$ cat src/rtl/alu_rs_pkg.sv
// Shared definitions for the integer reservation station: default sizes,
// micro-op encodings and the branch-condition helper used by the ALU.
package alu_rs_pkg;

  localparam int RS_DEPTH_DEF  = 8;
  localparam int ROB_ID_W_DEF  = 4;
  localparam int OP_W_DEF      = 6;
  localparam int CDB_PORTS_DEF = 1;

  // Micro-op encodings, compared against the zero-extended op code.
  // Loads/stores keep their slots in the numbering but are not executed here.
  localparam logic [31:0] OP_LUI   = 32'd0;
  localparam logic [31:0] OP_AUIPC = 32'd1;
  localparam logic [31:0] OP_JAL   = 32'd2;
  localparam logic [31:0] OP_JALR  = 32'd3;
  localparam logic [31:0] OP_BEQ   = 32'd4;
  localparam logic [31:0] OP_BNE   = 32'd5;
  localparam logic [31:0] OP_BLT   = 32'd6;
  localparam logic [31:0] OP_BGE   = 32'd7;
  localparam logic [31:0] OP_BLTU  = 32'd8;
  localparam logic [31:0] OP_BGEU  = 32'd9;
  localparam logic [31:0] OP_LB    = 32'd10;
  localparam logic [31:0] OP_LH    = 32'd11;
  localparam logic [31:0] OP_LW    = 32'd12;
  localparam logic [31:0] OP_LBU   = 32'd13;
  localparam logic [31:0] OP_LHU   = 32'd14;
  localparam logic [31:0] OP_SB    = 32'd15;
  localparam logic [31:0] OP_SH    = 32'd16;
  localparam logic [31:0] OP_SW    = 32'd17;
  localparam logic [31:0] OP_ADDI  = 32'd18;
  localparam logic [31:0] OP_SLTI  = 32'd19;
  localparam logic [31:0] OP_SLTIU = 32'd20;
  localparam logic [31:0] OP_XORI  = 32'd21;
  localparam logic [31:0] OP_ORI   = 32'd22;
  localparam logic [31:0] OP_ANDI  = 32'd23;
  localparam logic [31:0] OP_SLLI  = 32'd24;
  localparam logic [31:0] OP_SRLI  = 32'd25;
  localparam logic [31:0] OP_SRAI  = 32'd26;
  localparam logic [31:0] OP_ADD   = 32'd27;
  localparam logic [31:0] OP_SUB   = 32'd28;
  localparam logic [31:0] OP_SLL   = 32'd29;
  localparam logic [31:0] OP_SLT   = 32'd30;
  localparam logic [31:0] OP_SLTU  = 32'd31;
  localparam logic [31:0] OP_XOR   = 32'd32;
  localparam logic [31:0] OP_SRL   = 32'd33;
  localparam logic [31:0] OP_SRA   = 32'd34;
  localparam logic [31:0] OP_OR    = 32'd35;
  localparam logic [31:0] OP_AND   = 32'd36;

  // Conditional-branch outcome; non-branch ops report not taken.
  function automatic logic br_cond(input logic [31:0] op, input logic [31:0] a,
                                   input logic [31:0] b);
    logic r;
    r = 1'b0;
    case (op)
      OP_BEQ:  r = (a == b);
      OP_BNE:  r = (a != b);
      OP_BLT:  r = ($signed(a) < $signed(b));
      OP_BGE:  r = ($signed(a) >= $signed(b));
      OP_BLTU: r = (a < b);
      OP_BGEU: r = (a >= b);
      default: r = 1'b0;
    endcase
    return r;
  endfunction

endpackage

$ cat src/rtl/alu_rs_exec.sv
// Combinational integer ALU with branch/jump resolution. The caller registers
// the outputs.
module alu_rs_exec
  import alu_rs_pkg::*;
#(
  parameter int OP_W = OP_W_DEF
) (
  input  logic [OP_W-1:0] op,
  input  logic [31:0]     vj,
  input  logic [31:0]     vk,
  input  logic [31:0]     imm,
  input  logic [31:0]     pc,
  output logic [31:0]     value,
  output logic            taken,
  output logic [31:0]     target
);

  logic [31:0] op_ext;
  logic [31:0] pc_plus4;
  logic [31:0] pc_imm;
  logic        cond;

  assign op_ext   = 32'(op);
  assign pc_plus4 = pc + 32'd4;
  assign pc_imm   = pc + imm;
  assign cond     = br_cond(op_ext, vj, vk);

  // Decode the op into result value, taken flag and next PC.
  always_comb begin
    value  = 32'd0;
    taken  = 1'b0;
    target = pc_plus4;
    case (op_ext)
      OP_LUI:   value = imm;
      OP_AUIPC: value = pc_imm;
      OP_JAL: begin
        value  = pc_plus4;
        taken  = 1'b1;
        target = pc_imm;
      end
      OP_JALR: begin
        value  = pc_plus4;
        taken  = 1'b1;
        target = (vj + imm) & 32'hFFFF_FFFE;
      end
      OP_BEQ, OP_BNE, OP_BLT, OP_BGE, OP_BLTU, OP_BGEU: begin
        value  = {31'd0, cond};
        taken  = cond;
        target = cond ? pc_imm : pc_plus4;
      end
      OP_ADDI:  value = vj + imm;
      OP_SLTI:  value = {31'd0, $signed(vj) < $signed(imm)};
      OP_SLTIU: value = {31'd0, vj < imm};
      OP_XORI:  value = vj ^ imm;
      OP_ORI:   value = vj | imm;
      OP_ANDI:  value = vj & imm;
      OP_SLLI:  value = vj << imm[4:0];
      OP_SRLI:  value = vj >> imm[4:0];
      OP_SRAI:  value = $unsigned($signed(vj) >>> imm[4:0]);
      OP_ADD:   value = vj + vk;
      OP_SUB:   value = vj - vk;
      OP_SLL:   value = vj << vk[4:0];
      OP_SLT:   value = {31'd0, $signed(vj) < $signed(vk)};
      OP_SLTU:  value = {31'd0, vj < vk};
      OP_XOR:   value = vj ^ vk;
      OP_SRL:   value = vj >> vk[4:0];
      OP_SRA:   value = $unsigned($signed(vj) >>> vk[4:0]);
      OP_OR:    value = vj | vk;
      OP_AND:   value = vj & vk;
      default:  value = 32'd0;
    endcase
  end

endmodule

$ cat src/rtl/alu_rs.sv
// Integer/branch reservation station: buffers micro-ops until both operands
// are ready, issues the lowest ready entry each cycle into a registered ALU
// and snoops external CDB ports plus its own result bus for wakeup.
module alu_rs
  import alu_rs_pkg::*;
#(
  parameter int RS_DEPTH  = RS_DEPTH_DEF,
  parameter int ROB_ID_W  = ROB_ID_W_DEF,
  parameter int OP_W      = OP_W_DEF,
  parameter int CDB_PORTS = CDB_PORTS_DEF
) (
  input  logic                      clk_in,
  input  logic                      rst_in,
  input  logic                      rdy_in,
  input  logic                      flush_in,
  output logic                      rs_full,
  input  logic                      disp_valid,
  input  logic [OP_W-1:0]           disp_op,
  input  logic                      disp_j_rdy,
  input  logic                      disp_k_rdy,
  input  logic [31:0]               disp_vj,
  input  logic [31:0]               disp_vk,
  input  logic [ROB_ID_W-1:0]       disp_qj,
  input  logic [ROB_ID_W-1:0]       disp_qk,
  input  logic [ROB_ID_W-1:0]       disp_rob_id,
  input  logic [31:0]               disp_imm,
  input  logic [31:0]               disp_pc,
  input  logic [CDB_PORTS-1:0]      cdb_valid,
  input  logic [CDB_PORTS*ROB_ID_W-1:0] cdb_rob_id,
  input  logic [CDB_PORTS*32-1:0]   cdb_value,
  output logic                      out_valid,
  output logic [ROB_ID_W-1:0]       out_rob_id,
  output logic [31:0]               out_value,
  output logic                      out_taken,
  output logic [31:0]               out_target
);

  localparam int IDX_W = $clog2(RS_DEPTH);
  localparam int CNT_W = $clog2(RS_DEPTH + 1);

  logic [RS_DEPTH-1:0] valid_q, valid_d, jr_q, jr_d, kr_q, kr_d;
  logic [OP_W-1:0]     op_q  [RS_DEPTH];
  logic [OP_W-1:0]     op_d  [RS_DEPTH];
  logic [31:0]         vj_q  [RS_DEPTH];
  logic [31:0]         vj_d  [RS_DEPTH];
  logic [31:0]         vk_q  [RS_DEPTH];
  logic [31:0]         vk_d  [RS_DEPTH];
  logic [31:0]         imm_q [RS_DEPTH];
  logic [31:0]         imm_d [RS_DEPTH];
  logic [31:0]         pc_q  [RS_DEPTH];
  logic [31:0]         pc_d  [RS_DEPTH];
  logic [ROB_ID_W-1:0] qj_q  [RS_DEPTH];
  logic [ROB_ID_W-1:0] qj_d  [RS_DEPTH];
  logic [ROB_ID_W-1:0] qk_q  [RS_DEPTH];
  logic [ROB_ID_W-1:0] qk_d  [RS_DEPTH];
  logic [ROB_ID_W-1:0] rob_q [RS_DEPTH];
  logic [ROB_ID_W-1:0] rob_d [RS_DEPTH];
  logic [CNT_W-1:0]    count_q, count_d;

  logic                out_valid_q, out_valid_d, out_taken_q, out_taken_d;
  logic [ROB_ID_W-1:0] out_rob_id_q, out_rob_id_d;
  logic [31:0]         out_value_q, out_value_d, out_target_q, out_target_d;

  logic [32:0]         snoop_j [RS_DEPTH];
  logic [32:0]         snoop_k [RS_DEPTH];
  logic [32:0]         disp_sj, disp_sk;
  logic                issue_hit, alloc_hit, accept;
  logic [IDX_W-1:0]    issue_idx, alloc_idx;
  logic [31:0]         ex_value, ex_target;
  logic                ex_taken;

  // Tag match against CDB ports and the registered self-broadcast.
  // Returns {hit, value}; lower CDB ports override higher ones and the self bus.
  function automatic logic [32:0] snoop(input logic [ROB_ID_W-1:0] tag);
    logic [32:0] r;
    r = 33'd0;
    if (out_valid_q && out_rob_id_q == tag) r = {1'b1, out_value_q};
    for (int p = CDB_PORTS - 1; p >= 0; p--) begin
      if (cdb_valid[p] && cdb_rob_id[p*ROB_ID_W +: ROB_ID_W] == tag)
        r = {1'b1, cdb_value[p*32 +: 32]};
    end
    return r;
  endfunction

  for (genvar gi = 0; gi < RS_DEPTH; gi++) begin : g_snoop
    assign snoop_j[gi] = snoop(qj_q[gi]);
    assign snoop_k[gi] = snoop(qk_q[gi]);
  end

  assign disp_sj = snoop(disp_qj);
  assign disp_sk = snoop(disp_qk);
  assign rs_full = (count_q == CNT_W'(RS_DEPTH));
  assign accept  = disp_valid && !rs_full && alloc_hit;

  // Lowest-index ready entry for issue and lowest-index free entry for dispatch.
  always_comb begin
    issue_hit = 1'b0;
    issue_idx = '0;
    alloc_hit = 1'b0;
    alloc_idx = '0;
    for (int i = RS_DEPTH - 1; i >= 0; i--) begin
      if (valid_q[i] && jr_q[i] && kr_q[i]) begin
        issue_hit = 1'b1;
        issue_idx = IDX_W'(i);
      end
      if (!valid_q[i]) begin
        alloc_hit = 1'b1;
        alloc_idx = IDX_W'(i);
      end
    end
  end

  alu_rs_exec #(.OP_W(OP_W)) u_exec (
    .op     (op_q[issue_idx]),
    .vj     (vj_q[issue_idx]),
    .vk     (vk_q[issue_idx]),
    .imm    (imm_q[issue_idx]),
    .pc     (pc_q[issue_idx]),
    .value  (ex_value),
    .taken  (ex_taken),
    .target (ex_target)
  );

  // Next state: flush clears, pause holds, otherwise wakeup + issue + dispatch.
  always_comb begin
    valid_d = valid_q;  jr_d = jr_q;  kr_d = kr_q;
    op_d = op_q;  vj_d = vj_q;  vk_d = vk_q;  imm_d = imm_q;  pc_d = pc_q;
    qj_d = qj_q;  qk_d = qk_q;  rob_d = rob_q;
    count_d      = count_q;
    out_valid_d  = 1'b0;
    out_rob_id_d = out_rob_id_q;
    out_value_d  = out_value_q;
    out_taken_d  = out_taken_q;
    out_target_d = out_target_q;
    if (flush_in) begin
      valid_d = '0;
      count_d = '0;
    end else if (rdy_in) begin
      for (int i = 0; i < RS_DEPTH; i++) begin
        if (valid_q[i] && !jr_q[i] && snoop_j[i][32]) begin
          jr_d[i] = 1'b1;
          vj_d[i] = snoop_j[i][31:0];
        end
        if (valid_q[i] && !kr_q[i] && snoop_k[i][32]) begin
          kr_d[i] = 1'b1;
          vk_d[i] = snoop_k[i][31:0];
        end
      end
      if (issue_hit) begin
        valid_d[issue_idx] = 1'b0;
        out_valid_d  = 1'b1;
        out_rob_id_d = rob_q[issue_idx];
        out_value_d  = ex_value;
        out_taken_d  = ex_taken;
        out_target_d = ex_target;
      end
      // The new entry is written from valid_q, so it cannot issue before next cycle.
      if (accept) begin
        valid_d[alloc_idx] = 1'b1;
        op_d[alloc_idx]    = disp_op;
        jr_d[alloc_idx]    = disp_j_rdy | disp_sj[32];
        kr_d[alloc_idx]    = disp_k_rdy | disp_sk[32];
        vj_d[alloc_idx]    = disp_j_rdy ? disp_vj : disp_sj[31:0];
        vk_d[alloc_idx]    = disp_k_rdy ? disp_vk : disp_sk[31:0];
        qj_d[alloc_idx]    = disp_qj;
        qk_d[alloc_idx]    = disp_qk;
        imm_d[alloc_idx]   = disp_imm;
        pc_d[alloc_idx]    = disp_pc;
        rob_d[alloc_idx]   = disp_rob_id;
      end
      count_d = count_q + CNT_W'(accept) - CNT_W'(issue_hit);
    end
  end

  // Control state and result registers with synchronous reset.
  always_ff @(posedge clk_in) begin
    if (rst_in) begin
      valid_q      <= '0;
      jr_q         <= '0;
      kr_q         <= '0;
      count_q      <= '0;
      out_valid_q  <= 1'b0;
      out_rob_id_q <= '0;
      out_value_q  <= 32'd0;
      out_taken_q  <= 1'b0;
      out_target_q <= 32'd0;
    end else begin
      valid_q      <= valid_d;
      jr_q         <= jr_d;
      kr_q         <= kr_d;
      count_q      <= count_d;
      out_valid_q  <= out_valid_d;
      out_rob_id_q <= out_rob_id_d;
      out_value_q  <= out_value_d;
      out_taken_q  <= out_taken_d;
      out_target_q <= out_target_d;
    end
  end

  // Entry payload; only meaningful while the matching valid bit is set.
  always_ff @(posedge clk_in) begin
    op_q  <= op_d;   vj_q <= vj_d;  vk_q <= vk_d;  imm_q <= imm_d;
    pc_q  <= pc_d;   qj_q <= qj_d;  qk_q <= qk_d;  rob_q <= rob_d;
  end

  assign out_valid  = out_valid_q;
  assign out_rob_id = out_rob_id_q;
  assign out_value  = out_value_q;
  assign out_taken  = out_taken_q;
  assign out_target = out_target_q;

endmodule
$ cat config.mk
export PLATFORM = sky130hd
export DESIGN_NAME = alu_rs
export DESIGN_NICKNAME = d
export VERILOG_FILES = /design/src/rtl/alu_rs_pkg.sv /design/src/rtl/alu_rs_exec.sv /design/src/rtl/alu_rs.sv
export SDC_FILE = /design/constraint.sdc
export NUM_CORES = 2
export LEC_CHECK = 0
export ABC_AREA = 0
export CORE_MARGIN = 2
export CORE_UTILIZATION = 35
export DETAILED_ROUTE_END_ITERATION = 12
export PLACE_DENSITY = 0.54
export SLEW_MARGIN = 0
export SYNTH_ARGS = -nofsm -noshare
export SYNTH_HDL_FRONTEND = slang
export SYNTH_HIERARCHICAL = 1
export SYNTH_SLANG_ARGS = --single-unit
$ cat constraint.sdc
create_clock -name clk_in -period 17.7 [get_ports clk_in]
set_input_delay 1.77 -clock clk_in [delete_from_list [all_inputs] [get_ports clk_in]]
set_output_delay 1.77 -clock clk_in [all_outputs]
set_load 0.02 [all_outputs]
; Yosys cells after proc, flatten, opt, wreduce, memory -nomap -nowiden
; Cells that the tools add are included.
[op_classes]
n_shift = 6
n_mux = 218
n_addsub = 7
bitwise = 15
magnitude_cmp = 13
n_eq_ne = 67
reduce_logical = 114
[ops]
columns = cell, count
row1 = 2-to-1 mux 32 bit, 60
row2 = 2-to-1 mux 33 bit, 36
row3 = bitwise mux 256 bit, 4
row4 = case mux 32 bit (23 select lines), 1
row5 = 2-to-1 mux 256 bit, 2
row6 = binary-select mux 32 bit (select 3 bit), 4
row7 = == test 4 bit, 36
row8 = < comparator 32 bit, 4
row9 = adder 32 bit, 3
row10 = bitwise mux 32 bit, 3
row11 = demux 32 bit (select 3 bit), 1
row12 = case mux 32 bit (3 select lines), 1
row13 = logical AND 1 bit, 89
row14 = == test 6 x 5 -> 1 bit (second input constant), 14
row15 = 2-to-1 mux 1 bit, 67
row16 = bitwise AND 32 bit, 2
row17 = >= comparator 32 bit, 2
row18 = OR 32 bit, 2
row19 = << shifter 32 x 5 -> 32 bit, 2
row20 = >> shifter 32 x 5 -> 32 bit, 2
row21 = >>> shifter 32 x 5 -> 32 bit, 2
row22 = bitwise XOR 32 bit, 2
row23 = bitwise mux 48 bit, 1
row24 = 2-to-1 mux 3 bit, 16
row25 = 40 further kinds, 84
[totals]
input_bits = 190
output_inout_bits = 71
regBits = 1266

; Logic depth before layout (Yosys ltp)
[logic_depth]
ltp_word = 21
ltp_mapped = 27

; By module
; Netlist, hierarchy kept.
[modules_own_cells]
columns = mod, area_each_um2, seq_area_each_um2, n_inst, cells_per_inst
row1 = alu_rs, 68923.6, 37035.5, 1, 5608
row2 = alu_rs_exec, 17536.8, 0.0, 1, 2646

; Least setup slack after synthesis
; No wires, ideal clock.
[synth_timing]
path_kind = in2reg
from = input port rdy_in
to = register jr_q[0]
setup_ps = 147
stages = 7
path_slack_ps = -584
arrival_time_ps = 18138
path_cell_list = clkbuf_1 nand2b_1 clkbuf_1 clkinv_1 clkbuf_1 o21ai_0 a221oi_1
[synth_between]
elab_chain_cells = 1
[synth_lines]
columns = element, line
row1 = "start, declared", alu_rs.sv:14  ; input logic rdy_in,
row2 = AND reduction 2 bit (no line), -
row3 = "end signal, assigned", alu_rs.sv:189  ; jr_q <= jr_d;
row4 = "end, declared", alu_rs.sv:41  ; logic [RS_DEPTH-1:0] valid_q, valid_d, jr_q, jr_d, kr_q, kr_d;
; No other way between the ends.
; A chain may end at the register's enable or synchronous reset.

; Worst setup path in the final report
[layout_timing]
from = register valid_q[7]
to = register out_target_q[14], in the netlist out_target[14]
[layout_between]
elab_chain_cells = 18
elab_cells_between_ends = 56
classes_between = add/sub (3) / order compare (4) / eq/ne (10) / mux (34) / bitwise (1) / reduce/logical (4)
[layout_lines]
columns = element, line
row1 = "start, declared", alu_rs.sv:41
row2 = "start signal, assigned", alu_rs.sv:188  ; valid_q <= valid_d;
row3 = logical AND 1 bit * (2 in a row), alu_rs.sv:102  ; if (valid_q[i] && jr_q[i] && kr_q[i]) begin
row4 = 2-to-1 mux 3 bit * (8 in a row), alu_rs.sv:102
row5 = inverter 3 -> 4 bit (not written as such) *, -
row6 = binary-select mux 32 bit (select 3 bit) (tied with other cells), alu_rs.sv:115  ; .vj (vj_q[issue_idx]),
row7 = 2-to-1 mux 32 bit (not written as such) (tied with other cells) (2 in a row), alu_rs.sv:115
row8 = >= comparator 32 bit (tied with other cells), alu_rs_pkg.sv:61  ; OP_BGEU: r = (a >= b);
row9 = case mux 1 bit (6 select lines), alu_rs_pkg.sv:55  ; case (op)
row10 = 2-to-1 mux 32 bit, alu_rs_exec.sv:49  ; target = cond ? pc_imm : pc_plus4;
row11 = case mux 32 bit (3 select lines) *, alu_rs_exec.sv:33  ; case (op_ext)
row12 = named net ex_target[14], alu_rs.sv:69  ; logic [31:0] ex_value, ex_target;
row13 = "end signal, assigned", alu_rs.sv:196  ; out_target_q <= out_target_d;
row14 = "end, declared", alu_rs.sv:62  ; logic [31:0] out_value_q, out_value_d, out_target_q, out_target_d;
; Mark *: on every way through the listed nets, which the timed path passes. The rest lies on a longest branch. The select of a mux whose other input is x is not followed.

==> results <==
- The Yosys step of the flow raised 6 warnings.
- The slew at the pin closest to its max-slew limit is 1489 ps.
- The multi-input combinational cell area is 45850 sq um.
- The sum of net half-perimeters after detailed placement is 249100 um.
- The run finished, with violations left.
- The time the final worst path needs with I/O delays and setup is 9301 ps.
- The synthesized cell area is 86460 sq um.
- The floorplan step set the die height to 501.0 um.
- The H-tree depth is 4.
- The final count of hold timing violations is 0.
- The number of synthesized flops with an enable pin is 1168.
- A synthesized cell averages 10.47 sq um.
- The number of top-level pins is 261.
- The slowest stage of the critical path is the sky130_fd_sc_hd__a21o_1 cell.
- Setup repair after global routing left no endpoint under its margin.
- The area growth from synthesis to layout is 12.85%.
- After layout, the worst setup slack is about 8400 ps.
- The final setup violation count is 0.
- Once layout is done, the placed cells without fillers occupy around 100000 sq um.
- The first-pass GRT wire length is 523400 um.
- The final reports fail on capacitance limit.
- In this run the worst path has a maximum fanout of 82.
- The number of antenna violations at the first check in global routing came to 20.
- Fill cells in the final layout number ~24000.
- The final total negative setup slack is 0 ps.
- In this run the worst hold path is classified as reg2reg.
- The clock buffer count from CTS is 153.
- Data on the critical path is required at its endpoint by 18490 ps.
- At the worst endpoint, the arrival time is slightly above 10000 ps.
- After synthesis, the share of flip-flops with an asynchronous set or reset is 0%.
- Measured against its own limit, the worst slew margin works out to 0.7091%.
- The overall track demand over capacity in global routing is between 20% and 30%.
- The routed wire length on met3 is 32580 um.
- The clock transition at the registers of the reported paths is 60 ps.
- The detailed router put a total of 156400 um of wire on met1.
- After synthesis the netlist holds a flip-flop and latch count of 1266.
- The top cell types in the final layout, fill and taps aside, are sky130_fd_sc_hd__nand2_1 (1435), sky130_fd_sc_hd__edfxtp_1 (1168), sky130_fd_sc_hd__mux2i_1 (728).
- The initial core utilization is between 30% and 40%.
- The worst setup path is of the reg2reg kind.
- The largest vdd supply drop is 105.3 uV.
- After detailed routing, the number of vias per cell comes to 6.281.
- In this run, placement finished with an instance count of 11250.
- Derived from the worst setup path, the maximum achievable clock frequency is 107.5 MHz.
- The final routed wirelength across all metal layers is 371700 um.
- The count of final max-slew check failures came to 0.
- The total number of vias is roughly 72000.
- The average wire per cell in the routed design is 32.20 um.
- Traced cell by cell, the critical path runs through and3_1 > a21boi_0 > o211ai_1 > buf_4 > buf_12 > buf_4 > mux2i_1 > o221ai_1 > inv_1 > ha_1 > nand2_1 > nor4_1 > nand3_1 > a21oi_1 > nor2_1 > a31o_2 > a211oi_2 > a21o_1 > inv_2 > o22a_1 > o21ai_0 > nand2_1 > a21oi_1.
- In the finished design, the share of the clock period the worst path needs comes to between 50% and 60%.
- STA classifies the critical path endpoint as a flop.
- The region available for standard cell placement spans 245700 sq um.
- The congestion estimate from routability-driven global placement came to 1.097.
- For this run, the number of standard cells in the final layout without fillers is 11540.
- During placement, the flow inserted port buffers numbering 260.
- The number of global-route vias before repair was 68810.
- The type of origin of the critical path is a flop.
- The quantity of gates resized following cts is 0.
- The part of the Yosys area used for sequential elements is a little over two fifths.
- The most instantiated flip-flop cell in the synthesis netlist is sky130_fd_sc_hd__edfxtp_1.
- The number of sinks handled by clock tree synthesis is roughly 1300.
- The floorplan die width is about 500 um.
- Before antenna repair, the detailed router went through 12 iterations.
- The layout cell share with drive strength beyond 1 is 16.23%.
- The number of different library cells in the post-synthesis netlist is 109.
- After the last flow step, the layout net total stands at approximately 8500.
- The total die area is 251000 sq um.
- The number of hold buffers added after CTS was 0.
- The placement-stage cell area is 92570 sq um.
- The number of DRC markers after the initial detailed-route iteration is roughly 9000.
- Synthesis produced 8254 cells.
- Cells fill between 30% and 40% of the core in the end.
- Across all hold checks on the routed design, the worst slack comes to ~460 ps.
- The leakage power is 32.45 nW.
- The routed length on met2 is 162500 um.
- The highest layer touched by signal routing is met5.
- Dividing total power by cell area gives a power density of 76.15 nW/um^2.
- On the final layout, the worst clock skew is 82.41 ps.
- Leaving out fill and tap cells, the most frequent cell in the layout is sky130_fd_sc_hd__nand2_1.
- Max-cap violations in this run came to 1.
- The total overflow left after global routing is 0.
- The clock tree buffer depth is 3.
- The register cell area after layout is ~37000 sq um.
- Once detail routing completed, the nets flagged for antenna violations numbered 0.
- The number of rows in the core area is between 150 and 200.
- The delay of the slowest critical-path stage is ~940 ps.
- In this run the clock root is driven by a sky130_fd_sc_hd__clkbuf_16.
- The clock latency reported for the late side of the worst-skew pair is slightly below 900 ps.
- The post-synthesis net count is ~8600.
- TritonCTS built the clock tree.
- Prior to clock tree synthesis, the placed netlist has a worst setup slack of 8787 ps.
- The maximum number of pins on one net before global-route repair is between 150 and 200.
- The number of setup buffers added after CTS is 0.
- The completed layout was analyzed and its total power is 7.430 mW.
- After detailed routing, the number of remaining DRC violations is 0.
==> cells in the mapped netlist, types with 18 or more instances <==
master                        n  area [sq um]
sky130_fd_sc_hd__nor2b_1     23         143.9
sky130_fd_sc_hd__mux2_2     516          5811
sky130_fd_sc_hd__o21ai_0    197         986.0
sky130_fd_sc_hd__mux2i_4     60          1351
sky130_fd_sc_hd__nand3_1    241          1206
sky130_fd_sc_hd__clkbuf_1   440          1652
sky130_fd_sc_hd__o31ai_4     58          1234
sky130_fd_sc_hd__o211ai_1    50         375.4
sky130_fd_sc_hd__nor4_1      21         131.4
sky130_fd_sc_hd__o21bai_1    28         210.2
sky130_fd_sc_hd__edfxtp_1  1168         35070
sky130_fd_sc_hd__mux2_1      18         202.7
sky130_fd_sc_hd__a31oi_1     22         137.6
sky130_fd_sc_hd__or2_2       19         118.9
sky130_fd_sc_hd__o221ai_1   672          5886
sky130_fd_sc_hd__a221oi_1    54         473.0
sky130_fd_sc_hd__o31ai_1     19         142.6
sky130_fd_sc_hd__a211oi_1    43         322.8
sky130_fd_sc_hd__a21o_1      42         315.3
sky130_fd_sc_hd__nand2b_1    27         168.9
sky130_fd_sc_hd__mux4_2      25         563.0
sky130_fd_sc_hd__inv_1      190         713.2
sky130_fd_sc_hd__o22ai_1     29         181.4
sky130_fd_sc_hd__a21oi_1    306          1531
sky130_fd_sc_hd__nand4_1     58         362.9
sky130_fd_sc_hd__xnor2_1    149          1305
sky130_fd_sc_hd__nor2_1     248         930.9
sky130_fd_sc_hd__nand2_1   1442          5413
sky130_fd_sc_hd__dfxtp_1     98          1962
sky130_fd_sc_hd__o22a_1     139          1217
sky130_fd_sc_hd__ha_1       162          2027
sky130_fd_sc_hd__xor2_1     128          1121
sky130_fd_sc_hd__a22oi_1     34         255.2
sky130_fd_sc_hd__mux2i_1    729          7297
sky130_fd_sc_hd__buf_2      241          1206
sky130_fd_sc_hd__o21ai_1     19         95.09
sky130_fd_sc_hd__or3_1       25         156.4
sky130_fd_sc_hd__buf_1       42         157.7
sky130_fd_sc_hd__buf_4       40         300.3
sky130_fd_sc_hd__nor3_1      85         425.4
==> flip-flops by register name (all words and copies together), names as in the netlist, 32 cells and up <==
signal and count:
qk_q 32, rob_q 32, out_value 32, qj_q 32, op_q 48, out_target 32
imm_q 256, pc_q 256, vj_q 256, vk_q 256
==> worst paths after layout <==
check / startpoint / to / slack [ps] / depth (start not counted)
min: out_target[0] / out_target[0] / 460 / 2
min reg2reg: out_target[0] / out_target[0] / 460 / 2
max reg2reg: valid_q[7] / out_target[14] / 8400 / 23
max: valid_q[7] / out_target[14] / 8400 / 23
==> critical path, delay by kind of cell (launching register included) <==
family	cells	cell delay (ps)
AOI/OAI and AO/OA	10	4040
buffers and inverters	5	2330
and+or+nand+nor	6	1290
adders and majority gates	1	470
DFF	1	420
muxes	1	190
==> where the power goes <==
part | internal, mW | switching, mW
registers | 3.33 | 0.0271
logic | 0.296 | 0.618
clock network | 1.76 | 1.39
==> per-layer routing <==
metal | up-vias | track usage, %
met2 | 3965 | 43.42
met3 | 830 | 5.422
li1 | 31540 | -
met1 | 36130 | 38.86
met5 | - | 0
met4 | 28 | 13.82
==> layout make-up <==
type / count / area share, %
flip-flops and latches: 1266 / 37.96
multi-input cells: 6016 / 46.99
inverters: 195 / 0.7579
repair buffers: 557 / 5.032
diodes: 7 / 0.01795
well taps: 3220 / 4.129
clock buffers: 194 / 4.164
clock inverters: 86 / 0.9451
==> logic make-up after synthesis <==
| family | after synthesis | synth area share (%) |
|---|---|---|
| adders and majority gates | 167 | 2.460 |
| and+or+nand+nor | 2300 | 11.52 |
| DFF | 1266 | 42.84 |
| AOI/OAI and AO/OA | 1924 | 17.91 |
| xor gates and xnor gates | 277 | 2.806 |
| muxes | 1348 | 17.61 |
| buffers and inverters | 972 | 4.861 |
Power figures use the tool's default switching activity.
